[config.mk]
export PLATFORM = sky130hd
export DESIGN_NAME = tick_countdown_timer
export DESIGN_NICKNAME = d
export VERILOG_FILES = /design/src/rtl/tick_countdown_timer.sv
export SDC_FILE = /design/constraint.sdc
export NUM_CORES = 1
export LEC_CHECK = 0
export CAP_MARGIN = 10
export CORE_UTILIZATION = 39
export CTS_CLUSTER_DIAMETER = 30
export DETAILED_ROUTE_END_ITERATION = 7
export GPL_TIMING_DRIVEN = 0
export HOLD_SLACK_MARGIN = 0.05
export MAX_ROUTING_LAYER = met4
export PLACE_DENSITY = 0.66
export SKIP_LAST_GASP = 1
export SYNTH_ARGS = -nofsm -noshare
export SYNTH_HDL_FRONTEND = slang
export SYNTH_SLANG_ARGS = --single-unit
[constraint.sdc]
create_clock -name clk -period 5.3 [get_ports clk]
set_input_delay 1.325 -clock clk [delete_from_list [all_inputs] [get_ports clk]]
set_output_delay 1.325 -clock clk [all_outputs]
set_load 0.05 [all_outputs]
[src/rtl/tick_countdown_timer.sv]
// tick_countdown_timer
//   mm:ss BCD countdown timer. Decrements once per tick_en pulse while
//   running, stops at 00:00 and flags expiry. Loadable preset with
//   sanitising of out-of-range BCD values; start/stop control.
//
//   State table
//     IDLE    | loaded or reset, waiting for start
//     RUN     | counting down on each tick_en
//     PAUSE   | stopped mid-count, count held
//     EXPIRED | reached 00:00, only load or reset leaves
//
// Ports
//   clk      in   system clock
//   clr      in   synchronous active-low reset
//   tick_en  in   one-cycle decrement enable (1 Hz)
//   load     in   load preset (ignored while running)
//   load_min in   preset minutes, BCD
//   load_sec in   preset seconds, BCD
//   start    in   begin/resume countdown
//   stop     in   pause countdown
//   min_bcd  out  current minutes, BCD
//   sec_bcd  out  current seconds, BCD
//   running  out  high while counting
//   expired  out  high while expired
//   done     out  one-cycle pulse on entering EXPIRED
module tick_countdown_timer #(
  parameter int MAX_MIN = 99
) (
  input  logic       clk,
  input  logic       clr,
  input  logic       tick_en,
  input  logic       load,
  input  logic [7:0] load_min,
  input  logic [7:0] load_sec,
  input  logic       start,
  input  logic       stop,
  output logic [7:0] min_bcd,
  output logic [7:0] sec_bcd,
  output logic       running,
  output logic       expired,
  output logic       done
);

  localparam logic [1:0] ST_IDLE    = 2'd0;
  localparam logic [1:0] ST_RUN     = 2'd1;
  localparam logic [1:0] ST_PAUSE   = 2'd2;
  localparam logic [1:0] ST_EXPIRED = 2'd3;

  localparam logic [7:0] MAX_MIN_BIN = 8'(MAX_MIN);
  localparam logic [7:0] MAX_MIN_BCD = {4'(MAX_MIN / 10), 4'(MAX_MIN % 10)};

  logic [1:0] state_q, state_d;
  logic [7:0] min_q, min_d;
  logic [7:0] sec_q, sec_d;
  logic       running_q, expired_q, done_q, done_d;

  logic [7:0] min_load, sec_load;
  logic [7:0] min_load_bin;
  logic [7:0] min_dec, sec_dec;
  logic       count_zero;

  // Preset sanitising: malformed seconds become 59, malformed or
  // out-of-range minutes clamp to MAX_MIN.
  always_comb begin
    min_load_bin = {4'd0, load_min[7:4]} * 8'd10 + {4'd0, load_min[3:0]};

    if (load_sec[7:4] > 4'd5 || load_sec[3:0] > 4'd9) sec_load = 8'h59;
    else                                              sec_load = load_sec;

    if (load_min[7:4] > 4'd9 || load_min[3:0] > 4'd9 || min_load_bin > MAX_MIN_BIN)
      min_load = MAX_MIN_BCD;
    else
      min_load = load_min;
  end

  // One-second BCD decrement with borrow chain sec ones -> sec tens -> min.
  // Only used when the count is non-zero, so minutes never underflow.
  always_comb begin
    min_dec = min_q;
    sec_dec = sec_q;
    if (sec_q[3:0] != 4'd0) begin
      sec_dec[3:0] = sec_q[3:0] - 4'd1;
    end else if (sec_q[7:4] != 4'd0) begin
      sec_dec = {sec_q[7:4] - 4'd1, 4'd9};
    end else begin
      sec_dec = 8'h59;
      if (min_q[3:0] != 4'd0) min_dec[3:0] = min_q[3:0] - 4'd1;
      else                    min_dec      = {min_q[7:4] - 4'd1, 4'd9};
    end
  end

  assign count_zero = (min_q == 8'h00) && (sec_q == 8'h00);

  always_comb begin
    state_d = state_q;
    min_d   = min_q;
    sec_d   = sec_q;
    done_d  = 1'b0;
    case (state_q)
      ST_RUN: begin
        if (stop) begin
          state_d = ST_PAUSE;
        end else if (tick_en) begin
          min_d = min_dec;
          sec_d = sec_dec;
          if (min_dec == 8'h00 && sec_dec == 8'h00) begin
            state_d = ST_EXPIRED;
            done_d  = 1'b1;
          end
        end
      end
      ST_IDLE, ST_PAUSE: begin
        if (load) begin
          min_d   = min_load;
          sec_d   = sec_load;
          state_d = ST_IDLE;
        end else if (start && !count_zero) begin
          // Any tick arriving with the start is intentionally dropped.
          state_d = ST_RUN;
        end
      end
      default: begin
        if (load) begin
          min_d   = min_load;
          sec_d   = sec_load;
          state_d = ST_IDLE;
        end
      end
    endcase
  end

  always_ff @(posedge clk) begin
    if (!clr) begin
      state_q   <= ST_IDLE;
      min_q     <= 8'h00;
      sec_q     <= 8'h00;
      running_q <= 1'b0;
      expired_q <= 1'b0;
      done_q    <= 1'b0;
    end else begin
      state_q   <= state_d;
      min_q     <= min_d;
      sec_q     <= sec_d;
      running_q <= (state_d == ST_RUN);
      expired_q <= (state_d == ST_EXPIRED);
      done_q    <= done_d;
    end
  end

  assign min_bcd = min_q;
  assign sec_bcd = sec_q;
  assign running = running_q;
  assign expired = expired_q;
  assign done    = done_q;

endmodule

==> run summary, run 1 <==
status - finished clean
Fmax - 251 MHz
Placed Area - 0.00203 mm^2
Overflow after GRT - 0
RSZ-0062 raised after global routing - no
syn_area_per_cell - 7.87 um^2
VDD IR max - 0.0870 mV
drt drc - 0
largest net degree at the start of global routing - 12
total track usage - 0.226
Setup TNS - 0 ps
die area - 0.00431 mm^2
Die W - 65.7 um
Initial Utilization - 0.419
final non-filler cell total - 292
Multi-input gate area - 0.00109 mm^2
Gate power share - 0.412
worst-skew pair later-pin latency - 260 ps
share of cells above drive strength 1 - 0.0533
Post-synth EDFFs - 0
nets@finish - 278
Slew Limit Fails - 0
Mapped Cells - 201
cell area after synthesis - 0.00158 mm^2
Finished Cell Area - 0.00208 mm^2
total power - 0.500 mW
post-route ant nets - 0
sequential fraction of the synthesis area - 0.266
I/O pins - 41
vias in the first global route - 1644
Max-slew headroom - 0.636
Register Area - 420 um^2
CP top delay family - adder cells
critical path, cell by cell - clkdlybuf4s50_1 -> ha_1 -> ha_1 -> inv_1 -> fa_1 -> xor2_1 -> nor4b_1 -> a31oi_1 -> a31oi_2 -> o2111ai_1 -> a211oi_1
Hold Path Stages - 2
worst-margin pin slew - 546 ps
CTS tree - yes
maximum root-to-sink buffer count - 2
most frequent CP cell - ha_1
WP data arrival - 4170 ps
Core Rows - 22
Post-Place Cells - 288
Root Buffer - clkbuf_8
Net Sw Frac - 0.389
net switching power - 0.194 mW
Wirelength per Cell - 14.5 um
pwr dens - 241 mW/mm^2
Flop pwr share - 0.375
Synth Flop Type - dfxtp_1
Sink Count - 21
Hold Path Class - reg2reg
initial antenna violation count - 0
CORE AREA - 0.00377 mm^2
Clock power frac - 0.213
vias per cell - 5.70
Critical Path Source - load_min[7]
Max Clock Skew - 5.38 ps
Post-CTS Setup Bufs - 0
Int Pwr - 0.305 mW
# setup viols final - 0
Num CTS Buffers - 3
Tmin final - 3990 ps
H-Tree Depth - 1
WP buf/inv - 2
Fillers - 384
synth unique cells - 47
detailed-router iteration count before antenna repair - 4
#FFs+latches synth - 21
routed vias - 1665
Worst path slowest cell - clkdlybuf4s50_1
DP HPWL - 3250 um
crit path kind - in2reg
min-delay src - sec_bcd[7]
drt initial violations - 94
yosys warns - 0
Worst Path Required - 5480 ps
FF-to-FF Start - sec_bcd[0]
crit path max fanout - 7
WHS - 492 ps
Crit path depth - 11
WL final - 4240 um
Antenna Cells - 0
synthesis-to-layout area growth - 31.3%
crit path launch type - input pin
LEAKAGE - 0.759 nW
max-cap violation count - 0
Die Y - 65.7 um
clock-pin slew on the worst setup and hold paths - 80 ps
Syn Nets - 234
Resize count post-CTS - 0
Tcrit/Tclk final - 0.752
FFs w/ async S/R, synth - 0
gpl congestion - 0.827
Port-buffer cells - 39
Fin. Hold Viols - 0
first-pass GRT wire length - 7400 um
CTS Hold Buffers Added - 0
element type at the critical path end - register
worst stage delay on the critical path - 560 ps
Worst Reg-to-Reg Cells - 6
==> cells in the final DEF, fill, tap and decap left out, types with 2 or more instances in the layout <==
cell and instances:
dfxtp_1 21, nor3b_2 2, nand3_1 6, xor2_1 3
o21ai_0 12, a211oi_1 6, nor4b_1 4, clkdlybuf4s50_1 39
nor4_1 2, nor2b_1 4, a21oi_1 19, nor2_1 18
xnor2_1 4, inv_1 8, clkbuf_1 4, a21o_1 3
o31ai_1 3, o21a_1 2, a31oi_1 8, o32ai_1 2
o21ai_1 2, ha_1 9, fa_1 2, o211ai_1 4
clkbuf_8 3, o2111ai_1 3, nand2_1 17, buf_2 3
nor3_1 10, mux2i_1 2
==> worst paths after layout <==
kind                                    to  slack (ps)
worst min-delay path            sec_bcd[7]         490
worst max register to register     running        3310
worst min register to register  sec_bcd[7]         490
worst max-delay path            min_bcd[6]        1310
==> stage by stage <==
stage / util / setup WS (ps)
2_1_floorplan: - / 1890
3_3_place_gp: 0.539 / 1050
3_5_place_dp: 0.539 / 1010
4_1_cts: 0.551 / 1290
5_1_grt: 0.551 / 1030
6_report: 0.551 / 1310
==> worst reg2reg max path, delay by kind of cell, from the launching register on <==
family	cells	cell delay [ps]
compound gates	3	630
flops	1	400
simple gates	3	850
==> logic make-up after synthesis <==
kind of cell	after synthesis	share of synthesized area
mux	3	0.0198
flops	21	0.266
xor+xnor	7	0.0388
buf+inv	16	0.0427
fa+ha+maj	11	0.0965
compound gates	71	0.292
simple gates	72	0.244
==> sequential cells by signal (all words and copies together) (netlist names) <==
register and cells:
min_bcd 8, running 1, done 1, sec_bcd 8
expired 1, state_q 2
==> metal layers <==
layer | up-vias | routed length (um) | global-route usage
met4 | 0 | 91 | 0.0842
met3 | 9 | 150 | 0.0243
met2 | 40 | 1990 | 0.376
met5 | - | 0 | -
li1 | 843 | - | -
met1 | 773 | 2010 | 0.279
==> Yosys cell counts, types with 2 or more instances <==
master	instances	area, um^2
o211ai_1	4	30.0
nor3b_2	2	25.0
dfxtp_1	21	420
nor4b_1	4	35.0
o2111ai_1	3	26.3
o21a_1	2	15.0
o21ai_0	12	60.1
mux2i_1	2	20.0
nor3_1	10	50.1
a21o_1	3	22.5
inv_1	8	30.0
fa_1	2	40.0
nand2_1	17	63.8
nor2b_1	4	25.0
buf_2	3	15.0
o31ai_1	3	22.5
a31oi_1	8	50.1
xnor2_1	4	35.0
nor2_1	18	67.6
o21ai_1	2	10.0
clkbuf_1	3	11.3
a211oi_1	6	45.0
nor4_1	2	12.5
xor2_1	3	26.3
o32ai_1	2	17.5
ha_1	9	113
nand3_1	6	30.0
a21oi_1	19	95.1
==> final cells by class <==
type                            count  share of cell area
Multi-Input combinational cell    164               0.527
Timing Repair Buffer               39               0.188
Buffer                              7              0.0163
Clock buffer                        4              0.0217
Sequential cell                    21               0.202
Tap cell                           48              0.0289
Inverter                            9              0.0163
==> power groups by stage <==
stage          Combinational [mW]  Sequential (mW)  Clock [mW]
2_1_floorplan               0.103            0.225           0
3_3_place_gp                0.204            0.191           0
3_5_place_dp                0.205            0.191           0
4_1_cts                     0.206            0.187       0.111
5_1_grt                     0.226            0.190       0.117
6_report                    0.206            0.187       0.107
No activity file was read; power rests on OpenSTA's default activity.
==> run 2: changes to the inputs <==
--- a/config.mk
+++ b/config.mk
@@ -12,7 +12,7 @@
 export GPL_TIMING_DRIVEN = 0
 export HOLD_SLACK_MARGIN = 0.05
 export MAX_ROUTING_LAYER = met4
-export PLACE_DENSITY = 0.66
+export PLACE_DENSITY = 0.69
 export SKIP_LAST_GASP = 1
 export SYNTH_ARGS = -nofsm -noshare
 export SYNTH_HDL_FRONTEND = slang
==> constraint.sdc (replaced) <==
create_clock -name clk -period 3.3 [get_ports clk]
set_input_delay 0.825 -clock clk [delete_from_list [all_inputs] [get_ports clk]]
set_output_delay 0.825 -clock clk [all_outputs]
set_load 0.05 [all_outputs]
==> run summary, run 2 (synthesis gave the netlist of run 1 again) <==
pwr dens - 385 mW/mm^2 (was 241 mW/mm^2)
maximum root-to-sink buffer count - 2 (unchanged)
Max-slew headroom - 0.595 (was 0.636)
vias per cell - 5.63 (was 5.70)
worst-skew pair later-pin latency - 260 ps (about the same)
Worst Path Required - 3480 ps (was 5480 ps)
Hold Path Class - reg2reg (unchanged)
Initial Utilization - 0.419 (unchanged)
Die W - 65.7 um (unchanged)
worst-margin pin slew - 599 ps (was 546 ps)
DP HPWL - 3230 um (was 3250 um)
Fin. Hold Viols - 0 (unchanged)
WHS - 496 ps (was 492 ps)
final non-filler cell total - 292 (unchanged)
commonest non-fill, non-tap cell in the layout - clkdlybuf4s50_1 (unchanged)
Post-CTS Setup Bufs - 0 (unchanged)
dpl ws - -464 ps (was 1010 ps)
WL final - 4180 um (was 4240 um)
Setup WS post-layout - 196 ps (was 1310 ps)
# setup viols final - 0 (unchanged)
most frequent CP cell - ha_1 (unchanged)
VDD IR max - 0.151 mV (was 0.0870 mV)
Root Buffer - clkbuf_8 (unchanged)
Max Clock Skew - 2.47 ps (was 5.38 ps)
CORE AREA - 0.00377 mm^2 (unchanged)
I/O pins - 41 (unchanged)
Fillers - 375 (was 384)
nets@finish - 278 (unchanged)
CTS tree - yes (unchanged)
largest net degree at the start of global routing - 12 (unchanged)
grt met1 use - 0.285 (was 0.279)
crit path max fanout - 7 (unchanged)
Post-Place Cells - 288 (unchanged)
H-Tree Depth - 1 (unchanged)
Register Area - 420 um^2 (unchanged)
Die Y - 65.7 um (unchanged)
drt drc - 0 (unchanged)
Overflow after GRT - 0 (unchanged)
initial antenna violation count - 0 (unchanged)
element type at the critical path end - register (unchanged)
critical path, cell by cell - dlygate4sd2_1 -> ha_1 -> ha_1 -> inv_1 -> fa_2 -> xor2_1 -> nor4b_2 -> a31oi_1 -> a31oi_2 -> o2111ai_1 -> a211oi_1 (was clkdlybuf4s50_1 -> ha_1 -> ha_1 -> inv_1 -> fa_1 -> xor2_1 -> nor4b_1 -> a31oi_1 -> a31oi_2 -> o2111ai_1 -> a211oi_1)
Sink Count - 21 (unchanged)
routed vias - 1645 (was 1665)
most used routing layer - met2 (unchanged)
WP data arrival - 3280 ps (was 4170 ps)
Port-buffer cells - 39 (unchanged)
max-cap violation count - 0 (unchanged)
drt initial violations - 118 (was 94)
Worst path slowest cell - fa_2 (was clkdlybuf4s50_1)
worst stage delay on the critical path - 390 ps (was 560 ps)
vias in the first global route - 1478 (was 1644)
Tmin final - 3100 ps
total track usage - 0.211 (was 0.226)
most frequent cells in the layout - clkdlybuf4s50_1 (35), dfxtp_1 (21), a21oi_1 (19) (was clkdlybuf4s50_1 (39), dfxtp_1 (21), a21oi_1 (19))
Core Rows - 22 (unchanged)
post-route ant nets - 0 (unchanged)
detailed-router iteration count before antenna repair - 4 (unchanged)
met3 Use GR - 0.0260 (was 0.0243)
Multi-input gate area - 0.00110 mm^2 (was 0.00109 mm^2)
status - finished clean (unchanged)
share of cells above drive strength 1 - 0.0656 (was 0.0533)
Wirelength per Cell - 14.3 um (was 14.5 um)
Tcrit/Tclk final - 0.941
met2 GRT Util - 0.334 (was 0.376)
gpl congestion - 0.814 (was 0.827)
Fmax - 322 MHz
crit path kind - in2reg (unchanged)
clock-pin slew on the worst setup and hold paths - 80 ps (about the same)
CTS Hold Buffers Added - 0 (unchanged)
Antenna Cells - 0 (unchanged)
first-pass GRT wire length - 6950 um (was 7400 um)
Slew Limit Fails - 0 (unchanged)
LEAKAGE - 0.775 nW (was 0.759 nW)
total power - 0.804 mW (was 0.500 mW)
crit path launch type - input pin (unchanged)
die area - 0.00431 mm^2 (unchanged)
synthesis-to-layout area growth - 32.0% (was 31.3%)
Num CTS Buffers - 3 (unchanged)
==> run 2: worst paths after layout <==
check	start	to	slack [ps]	depth (start not counted)
setup reg to reg	sec_bcd[0]	running	1320	6
setup / recovery	load_min[7]	min_bcd[6]	200	11
hold / removal	sec_bcd[7]	sec_bcd[7]	500	2
hold reg to reg	sec_bcd[7]	sec_bcd[7]	500	2
==> run 2: power by group <==
| group | total (mW) | switching, mW | internal (mW) |
|---|---|---|---|
| logic | 0.332 | 0.197 | 0.135 |
| registers | 0.302 | 0.0295 | 0.272 |
| clock network | 0.171 | 0.0848 | 0.0860 |
==> run 2: layer usage <==
layer | wire, um | share of wire
met1 | 2040 | 0.49
met2 | 1920 | 0.46
met3 | 195 | 0.047
met4 | 27 | 0.0065
met5 | 0 | 0
==> run 2: layout make-up <==
class                   count  area share
repair buffers             39       0.186
flip-flops and latches     21       0.201
well taps                  48      0.0288
multi-input cells         164       0.529
inverters                   9      0.0162
plain buffers               7      0.0162
clock buffers               4      0.0216
==> run 2: worst max-delay path, delay by kind of cell <==
kind	cells	cell delay, ps
adder cells (fa/ha/maj)	3	870
AO/OA/AOI/OAI	4	800
AND/OR/NAND/NOR	1	220
buffers and inverters	2	390
XOR/XNOR	1	180
==> run 2: metrics by stage <==
stage               instance area [um^2]   util  TNS [ps]
floorplan                           1580      -         0
global placement                    2030  0.539     -2990
detailed placement                  2030  0.539     -3460
CTS                                 2070  0.550         0
global route                        2090  0.553     -6.14
finish                              2090  0.553         0
==> run 2: repair_timing <==
item                                    4_1_cts  5_1_grt
pin swaps                                     1        1
endpoints found under the setup margin        8        8
gates resized for setup                       3        4
gates cloned                                  0        0
==> run 3: changes to the inputs <==
--- a/config.mk
+++ b/config.mk
@@ -6,6 +6,7 @@
 export NUM_CORES = 1
 export LEC_CHECK = 0
 export CAP_MARGIN = 10
+export CORE_MARGIN = 2
 export CORE_UTILIZATION = 39
 export CTS_CLUSTER_DIAMETER = 30
 export DETAILED_ROUTE_END_ITERATION = 7
@@ -13,6 +14,7 @@
 export HOLD_SLACK_MARGIN = 0.05
 export MAX_ROUTING_LAYER = met4
 export PLACE_DENSITY = 0.69
+export SKIP_CTS_REPAIR_TIMING = 1
 export SKIP_LAST_GASP = 1
 export SYNTH_ARGS = -nofsm -noshare
 export SYNTH_HDL_FRONTEND = slang
==> run summary, run 3 (synthesis gave the netlist of run 1 again) <==
status - finished clean (unchanged)
LEAKAGE - 0.804 nW (was 0.775 nW)
# setup viols final - 0 (unchanged)
Worst path slowest cell - clkdlybuf4s50_1 (was fa_2)
Tcrit/Tclk final - 0.919 (was 0.941)
element type at the critical path end - register (unchanged)
Root Buffer - clkbuf_8 (unchanged)
crit path launch type - input pin (unchanged)
Wirelength per Cell - 14.6 um (was 14.3 um)
detailed-router iteration count before antenna repair - 4 (unchanged)
Placed Area - 0.00203 mm^2 (about the same)
Die Y - 67.7 um (was 65.7 um)
total track usage - 0.202 (was 0.211)
Max-slew headroom - 0.644 (was 0.595)
CORE AREA - 0.00394 mm^2 (was 0.00377 mm^2)
Max Clock Skew - 5.46 ps (was 2.47 ps)
Worst Path Required - 3490 ps (was 3480 ps)
drt drc - 0 (unchanged)
WP buf/inv - 1 (was 2)
worst stage delay on the critical path - 450 ps (was 390 ps)
routed vias - 1623 (was 1645)
first-pass GRT wire length - 6820 um (was 6950 um)
Hold Path Class - reg2reg (unchanged)
most frequent cells in the layout - clkdlybuf4s50_1 (35), dfxtp_1 (21), a21oi_1 (19) (unchanged)
H-Tree Depth - 1 (unchanged)
drt initial violations - 98 (was 118)
RSZ-0062 raised after global routing - no
pwr dens - 385 mW/mm^2 (about the same)
Initial Utilization - 0.401 (was 0.419)
Core Rows - 23 (was 22)
Overflow after GRT - 0 (unchanged)
Fillers - 397 (was 375)
DP HPWL - 3240 um (was 3230 um)
min-delay src - sec_bcd[7] (unchanged)
Die W - 67.7 um (was 65.7 um)
initial antenna violation count - 0 (unchanged)
commonest non-fill, non-tap cell in the layout - clkdlybuf4s50_1 (unchanged)
worst-margin pin slew - 527 ps (was 599 ps)
Tmin final - 3030 ps (was 3100 ps)
CP top delay family - compound AO/OA/AOI/OAI gates (was adder cells)
synthesis-to-layout area growth - 33.5% (was 32.0%)
crit path max fanout - 5 (was 7)
largest net degree at the start of global routing - 12 (unchanged)
Sink Count - 21 (unchanged)
Slew Limit Fails - 0 (unchanged)
maximum root-to-sink buffer count - 2 (unchanged)
gpl congestion - 0.871 (was 0.814)
Finished Cell Area - 0.00211 mm^2 (was 0.00209 mm^2)
VDD IR max - 0.183 mV (was 0.151 mV)
final non-filler cell total - 294 (was 292)
nets@finish - 278 (unchanged)
critical path, cell by cell - clkdlybuf4s50_1 -> ha_1 -> fa_1 -> xor2_1 -> a211oi_1 -> o32ai_1 -> a31oi_2 -> or2_1 -> a221oi_2 (was dlygate4sd2_1 -> ha_1 -> ha_1 -> inv_1 -> fa_2 -> xor2_1 -> nor4b_2 -> a31oi_1 -> a31oi_2 -> o2111ai_1 -> a211oi_1)
Fin. Hold Viols - 0 (unchanged)
Setup TNS - 0 ps (unchanged)
max-cap violation count - 0 (unchanged)
Antenna Cells - 0 (unchanged)
vias per cell - 5.52 (was 5.63)
Port-buffer cells - 39 (unchanged)
die area - 0.00458 mm^2 (was 0.00431 mm^2)
Post-Place Cells - 290 (was 288)
WP data arrival - 3220 ps (was 3280 ps)
Fmax - 330 MHz (was 322 MHz)
CTS tree - yes (unchanged)
vias in the first global route - 1510 (was 1478)
Critical Path Source - load_min[1] (was load_min[7])
crit path kind - in2reg (unchanged)
I/O pins - 41 (unchanged)
Num CTS Buffers - 3 (unchanged)
FF-to-FF Start - sec_bcd[0] (unchanged)
clock-pin slew on the worst setup and hold paths - 80 ps (about the same)
share of cells above drive strength 1 - 0.0656 (unchanged)
WL final - 4290 um (was 4180 um)
worst-skew pair later-pin latency - 270 ps (was 260 ps)
post-route ant nets - 0 (unchanged)
[run 3: cell types whose count changed in the layout (fill, tap and decap cells not counted), sizes merged]
cell / before / now
dlymetal6s2s: 1 / 4
dlygate4sd2: 3 / 0
[run 3: path summary, 6_finish.rpt]
kind | endpoint | cells past startpoint | slack [ps]
worst max-delay path | min_bcd[7] | 9 | 270
worst min register to register | sec_bcd[7] | 2 | 510
worst max register to register | running | 6 | 1320
worst min-delay path | sec_bcd[7] | 2 | 510
[run 3: where the power goes]
group / switching (mW) / total (mW) / leakage (nW) / internal, mW
Clock: 0.0904 / 0.177 / 0.0228 / 0.0864
Sequential: 0.0287 / 0.301 / 0.173 / 0.272
Combinational: 0.201 / 0.336 / 0.608 / 0.135
Total: 0.320 / 0.813 / 0.804 / 0.493
[run 3: routing by layer]
| metal | global-route usage | routed length (um) |
|---|---|---|
| met4 | 0.0842 | 76 |
| met1 | 0.248 | 2030 |
| met3 | 0.0250 | 158 |
| met5 | - | 0 |
| met2 | 0.331 | 2030 |
[run 3: cell type report]
type / instances / area (um^2) / share of cell area
Timing Repair Buffer: 39 / 400 / 0.190
Clock buffer: 4 / 45.0 / 0.0213
Inverter: 9 / 33.8 / 0.0160
Sequential cell: 21 / 420 / 0.199
Buffer: 7 / 33.8 / 0.0160
Tap cell: 50 / 62.6 / 0.0296
Multi-Input combinational cell: 164 / 1120 / 0.528
[run 3: worst register-to-register path, delay by kind of cell (launching register included)]
family	cells	cell delay [ps]
and+or+nand+nor	3	840
DFF	1	400
AOI/OAI and AO/OA	3	650
[run 3: through the flow]
stage / power [mW] / utilization / setup WS [ps] / hold slack (ps)
floorplan: 0.527 / - / 388 / 593
global placement: 0.633 / 0.516 / -431 / 485
detailed placement: 0.635 / 0.516 / -458 / 494
CTS: 0.809 / 0.527 / -178 / 505
global route: 0.854 / 0.536 / 93.6 / 555
finish: 0.813 / 0.536 / 267 / 507
